**src/rtl/dsp_tx_burst_ctrl.sv**
```systemverilog
// Per-channel TX burst sequencer: arms from the settings bus, optionally waits for a
// VITA time, streams FIFO samples into the DUC on its strobes, then drains with zeros.
module dsp_tx_burst_ctrl #(
    parameter int BASE         = 0,
    parameter int DRAIN_CYCLES = 32
) (
    input  logic        clock,
    input  logic        reset,
    input  logic        clear,
    input  logic        set_stb,
    input  logic [7:0]  set_addr,
    input  logic [31:0] set_data,
    input  logic [63:0] vita_time,
    input  logic [31:0] in_data,
    input  logic        in_eob,
    input  logic        in_valid,
    output logic        in_ready,
    output logic [31:0] duc_in_sample,
    input  logic        duc_in_strobe,
    output logic        duc_in_enable,
    output logic        busy,
    output logic        underflow,
    output logic        late,
    output logic        cmd_overrun,
    output logic [31:0] debug
);
    typedef enum logic [2:0] {
        S_IDLE    = 3'd0,
        S_WAIT    = 3'd1,
        S_RUN     = 3'd2,
        S_DRAIN   = 3'd3,
        S_DISCARD = 3'd4
    } state_t;

    localparam logic [7:0] ADDR_TIME_HI = 8'(BASE);
    localparam logic [7:0] ADDR_TIME_LO = 8'(BASE + 1);
    localparam logic [7:0] ADDR_CTRL    = 8'(BASE + 2);
    localparam logic [7:0] DRAIN_LOAD   = 8'(DRAIN_CYCLES - 1);

    state_t      r_state;
    state_t      w_next;
    logic [31:0] r_time_hi;
    logic [15:0] r_len;
    logic        r_timed;
    // Copies taken at arm time so later settings writes only affect the next command.
    logic [63:0] r_act_time;
    logic [15:0] r_act_len;
    logic [15:0] r_sample_count;
    logic [7:0]  r_drain_cnt;
    logic        r_wait_first;
    logic        r_uf_burst;
    logic        r_eob_seen;
    logic        r_underflow;
    logic        r_late;
    logic        r_cmd_overrun;

    logic w_busy;
    logic w_arm;
    logic w_pop;
    logic w_starve;
    logic w_end;
    logic w_late;
    logic w_unused_ctrl;

    assign w_busy        = (r_state != S_IDLE);
    assign w_arm         = set_stb && (set_addr == ADDR_TIME_LO);
    assign w_pop         = (r_state == S_RUN) && duc_in_strobe && in_valid;
    assign w_starve      = (r_state == S_RUN) && duc_in_strobe && !in_valid;
    assign w_end         = in_eob || ((r_act_len != 16'd0) && ((r_sample_count + 16'd1) == r_act_len));
    assign w_late        = r_wait_first && (vita_time > r_act_time);
    assign w_unused_ctrl = ^set_data[30:16];

    always_ff @(posedge clock) begin
        if (!reset) begin
            r_state <= S_IDLE;
        end else begin
            r_state <= w_next;
        end
    end

    always_comb begin
        w_next = r_state;
        if (clear) begin
            w_next = S_IDLE;
        end else begin
            case (r_state)
                S_IDLE:    if (w_arm) w_next = r_timed ? S_WAIT : S_RUN;
                S_WAIT: begin
                    if (w_late) w_next = S_IDLE;
                    else if (vita_time == r_act_time) w_next = S_RUN;
                end
                S_RUN:     if ((w_pop && w_end) || w_starve) w_next = S_DRAIN;
                S_DRAIN: begin
                    if (r_drain_cnt == 8'd0) w_next = (r_uf_burst && !r_eob_seen) ? S_DISCARD : S_IDLE;
                end
                S_DISCARD: if (in_valid && in_eob) w_next = S_IDLE;
                default:   w_next = S_IDLE;
            endcase
        end
    end

    always_ff @(posedge clock) begin
        if (!reset) begin
            r_time_hi      <= '0;
            r_len          <= '0;
            r_timed        <= 1'b0;
            r_act_time     <= '0;
            r_act_len      <= '0;
            r_sample_count <= '0;
            r_drain_cnt    <= '0;
            r_wait_first   <= 1'b0;
            r_uf_burst     <= 1'b0;
            r_eob_seen     <= 1'b0;
            r_underflow    <= 1'b0;
            r_late         <= 1'b0;
            r_cmd_overrun  <= 1'b0;
        end else begin
            if (set_stb && set_addr == ADDR_TIME_HI) r_time_hi <= set_data;
            if (set_stb && set_addr == ADDR_CTRL) begin
                r_len   <= set_data[15:0];
                r_timed <= set_data[31];
            end
            if (clear) begin
                r_drain_cnt   <= '0;
                r_wait_first  <= 1'b0;
                r_underflow   <= 1'b0;
                r_late        <= 1'b0;
                r_cmd_overrun <= 1'b0;
            end else begin
                if (w_arm && w_busy) r_cmd_overrun <= 1'b1;
                case (r_state)
                    S_IDLE: begin
                        if (w_arm) begin
                            r_act_time     <= {r_time_hi, set_data};
                            r_act_len      <= r_len;
                            r_sample_count <= '0;
                            r_wait_first   <= 1'b1;
                            r_uf_burst     <= 1'b0;
                            r_eob_seen     <= 1'b0;
                        end
                    end
                    S_WAIT: begin
                        r_wait_first <= 1'b0;
                        if (w_late) r_late <= 1'b1;
                    end
                    S_RUN: begin
                        if (w_pop) begin
                            r_sample_count <= r_sample_count + 16'd1;
                            if (in_eob) r_eob_seen <= 1'b1;
                            if (w_end) r_drain_cnt <= DRAIN_LOAD;
                        end else if (w_starve) begin
                            r_underflow <= 1'b1;
                            r_uf_burst  <= 1'b1;
                            r_drain_cnt <= DRAIN_LOAD;
                        end
                    end
                    S_DRAIN: begin
                        if (r_drain_cnt != 8'd0) r_drain_cnt <= r_drain_cnt - 8'd1;
                    end
                    default: ;
                endcase
            end
        end
    end

    always_comb begin
        duc_in_enable = 1'b0;
        duc_in_sample = '0;
        in_ready      = 1'b0;
        case (r_state)
            S_RUN: begin
                duc_in_enable = 1'b1;
                duc_in_sample = in_valid ? in_data : 32'd0;
                in_ready      = duc_in_strobe & in_valid;
            end
            S_DRAIN:   duc_in_enable = 1'b1;
            S_DISCARD: in_ready = 1'b1;
            default: ;
        endcase
    end

    assign busy        = w_busy;
    assign underflow   = r_underflow;
    assign late        = r_late;
    assign cmd_overrun = r_cmd_overrun;
    assign debug       = {r_state, 13'b0, r_sample_count};
endmodule

```
**config.mk**
```make
export PLATFORM = sky130hd
export DESIGN_NAME = dsp_tx_burst_ctrl
export DESIGN_NICKNAME = d
export VERILOG_FILES = /design/src/rtl/dsp_tx_burst_ctrl.sv
export SDC_FILE = /design/constraint.sdc
export NUM_CORES = 1
export LEC_CHECK = 0
export CORE_MARGIN = 1
export CORE_UTILIZATION = 50
export DETAILED_ROUTE_END_ITERATION = 10
export PLACE_DENSITY = 0.84
export RECOVER_POWER = 50
export SYNTH_ARGS = -nofsm -noshare
export SYNTH_HDL_FRONTEND = slang
export SYNTH_SLANG_ARGS = --single-unit
```
**constraint.sdc**
```tcl
create_clock -name clock -period 3.3 [get_ports clock]
set_clock_uncertainty 0.1 [all_clocks]
set_input_delay 0.66 -clock clock [delete_from_list [all_inputs] [get_ports clock]]
set_output_delay 0.66 -clock clock [all_outputs]
set_load 0.1 [all_outputs]
```
==> impl_results.md <==
* Outcome: complete, no violations
* I/O pin count at 213
* Total number of H-tree levels at 4
* GP Congestion at 0.887
* First-pass GRT wire length at 39900 um
* Root buf cell: clkbuf_16
* Count leader, synth: nand2_1
* Worst path required time at between 3 and 4 ns
* TritonCTS clock tree: built
* DR vias/cell at around 5.6
* Endpoint class of the critical path: flop
* DIE AREA at 18600 um^2
* Post-layout utilization of the core at between 60 and 70%
* Die X at 136 um
* DRT iter0 DRCs at approximately 660
* DP Worst Slack at -0.192 ns
* Sequential-to-total area share from yosys stat at between 30% and 40%
* Post-cts sizing count at 0
* Area contributors post-synth: dfxtp_1 36%, nand2_1 11%, a21boi_0 9.5%
* DR pass1 iterations at 6
* Tightest Pin Transition at 1.28 ns
* Cell taking the most area after synthesis: dfxtp_1
* Number of global-route vias before repair at 8024
* Clock Power Share at approximately 44%
* Vias after detailed routing at 8672
* Cts hold-fix bufs at 0
* DRC violations left at 0
* Global Route Usage Sum at 27.6%
* Synth Instances at 1134
* Gr ovfl total at 0
* Cell Pwr Density at 353 nW/um^2
* Max Freq at 309 MHz
* Max VDD drop at 417 uV
* Leakage at 4.38 nW
* Detailed Route WL at approximately 25000 um
* Routed Antenna Nets at 0
* Top-area cell type share of the netlist area at 36.0%
* Core Area at 17500 um^2
* Register area at approximately 3300 um^2
* Reg power frac at 45.9%
* Rows at 48
* Clock transition at the registers of the reported paths at roughly 0.07 ns
* Hold slack at 0.364 ns
* RSZ-0062 raised after global routing: false
* Clock Latency Late Sink at 0.43 ns
* Setup Crit Path Kind: flop to flop
* Prevailing post-synth register cell: dfxtp_1
* Critical path arrival at 3.48 ns
* # fillers at 1346
* Critical Path Fanout Max at 14
* Final TNS setup at 0 ns
* Slew headroom at 14.9%
* Final nets at roughly 1500
* Internal at 0.00319 W
* CTS Sinks at 162
* PnR worst setup slack at 0.0673 ns
* Final slew viol count at 0
* Switching power total at 0.00107 W
* Comb power frac at 10.2%
* Flops & latches, synth at between 150 and 200
* DP HPWL at 18800 um
* Hold Path Class: flop to flop
* Critical path launch point type: flop
* Fin crit period at 3.23 ns
* Post-route clock period utilization at a little over nine tenths
* EDFF count, synth at 0
* Syn avg cell area at 7.96 um^2
* Max_cap viols at 0
* Net Sw Frac at about a quarter
* CTS buffer count at 17
* Synth warn at 0
* Layout cell share with drive strength beyond 1 at 11.5%
* WL/cell at 16.3 um
* Multi-input gate area at 5260 um^2
* Largest net degree at the start of global routing at 93
* Area growth, synth to finish at 33.7%
* Final Hold Vio Count at 0
* Initial antenna violation count at 2
* Most frequent cells after synthesis: 265 x nand2_1, 162 x dfxtp_1, 114 x a21boi_0
* Yosys cell types at 57
* Cell area after synthesis at 9020 um^2
* Post-CTS setup buffers at 0
* Post-synthesis async set-or-reset flop share at 0%
* Height of the die at around 140 um
* Initial Utilization at about half
* Final count of negative-setup-slack endpoints at 0
* Number of port buffers at 199
* Maximum root-to-sink buffer count at 2
-- cell families after synthesis --
kind of cell | count (synthesis) | share of synthesized area (%)
AOI/OAI and AO/OA | 239 | 18.3
buffers and inverters | 149 | 6.99
other | 1 | 0.0416
muxes | 24 | 2.66
and+or+nand+nor | 473 | 25.0
DFF | 162 | 36.0
xor gates and xnor gates | 19 | 1.84
adders and majority gates | 67 | 9.29
-- metal layers --
layer  track usage, %  share of wire, %  vias up
met2             43.3                46      366
li1                 -                 -     4235
met3             5.56               7.3       51
met4             12.0               2.2        0
met1             36.7                45     4020
met5                0                 0        -
-- area by class of cell --
| cell class | instances | area share [%] |
|---|---|---|
| well taps | 225 | 2.33 |
| repair buffers | 231 | 20.2 |
| flip-flops and latches | 162 | 27.0 |
| multi-input cells | 835 | 43.6 |
| clock buffers | 20 | 3.79 |
| inverters | 73 | 2.28 |
| clock inverters | 12 | 0.809 |
| diodes | 1 | 0.0208 |
-- registers in the layout (all words and copies together), names as in the netlist --
signal / cells
r_act_time: 64
r_time_hi: 32
r_act_len: 16
r_len: 16
r_sample_count: 16
r_drain_cnt: 8
r_state: 3
cmd_overrun: 1
late: 1
r_eob_seen: 1
r_timed: 1
r_uf_burst: 1
r_wait_first: 1
underflow: 1
-- critical path: stages (launching register included) --
cell       delay [ns]
dfxtp_2          0.38
ha_1             0.27
and3_1           0.30
nand3_1          0.22
nor4_1           0.29
a21oi_1          0.11
nor4_4           0.42
a2111oi_4        0.13
buf_4            0.21
or4_1            0.51
a31oi_1          0.21
-- cell usage in the layout, fill, tap and decap left out, drive strengths merged, types with 6 or more instances in the layout --
cell and n:
a31oi 6, ha 67, nor4 10, mux2i 24, nand2 265, and3 36, inv 77, a21o 6
o21ai 24, dfxtp 162, nand4 25, nand3 20, or4 6, nor3b 7, o31ai 7, a21oi 54
clkbuf 52, nor2b 35, xor2 6, nor2 21, xnor2 13, nor3 24, conb 13, buf 58
a21boi 114, clkdlybuf4s50 138
-- metrics by stage --
step	instance area (um^2)	total power [W]	instances
after floorplan	9130	0.00221	1146
after global placement	11600	0.00242	1526
after detailed placement	11600	0.00243	1526
after CTS	12200	0.00427	1558
after global routing	12100	0.00439	1558
final	12100	0.00426	1559
-- power by group through the flow --
stage	Combinational [W]	Clock (W)	Sequential, W
finish	0.000435	0.00187	0.00196
global route	0.000464	0.00197	0.00196
CTS	0.000433	0.00188	0.00196
detailed placement	0.000431	0	0.00200
global placement	0.000422	0	0.00200
floorplan	0.000205	0	0.00200
-- final timing paths --
| check | from | to | slack, ns | depth (start not counted) |
|---|---|---|---|---|
| worst min-delay path | r_time_hi[16]$_SDFFE_PN0P_ | r_time_hi[16]$_SDFFE_PN0P_ | 0.36 | 2 |
| worst max-delay path | r_sample_count[1]$_SDFFE_PN0P_ | r_drain_cnt[4]$_SDFFE_PP0P_ | 0.07 | 10 |
| worst max register to register | r_sample_count[1]$_SDFFE_PN0P_ | r_drain_cnt[4]$_SDFFE_PP0P_ | 0.07 | 10 |
| worst min register to register | r_time_hi[16]$_SDFFE_PN0P_ | r_time_hi[16]$_SDFFE_PN0P_ | 0.36 | 2 |
Note: power is estimated with default switching activity, not from simulation.
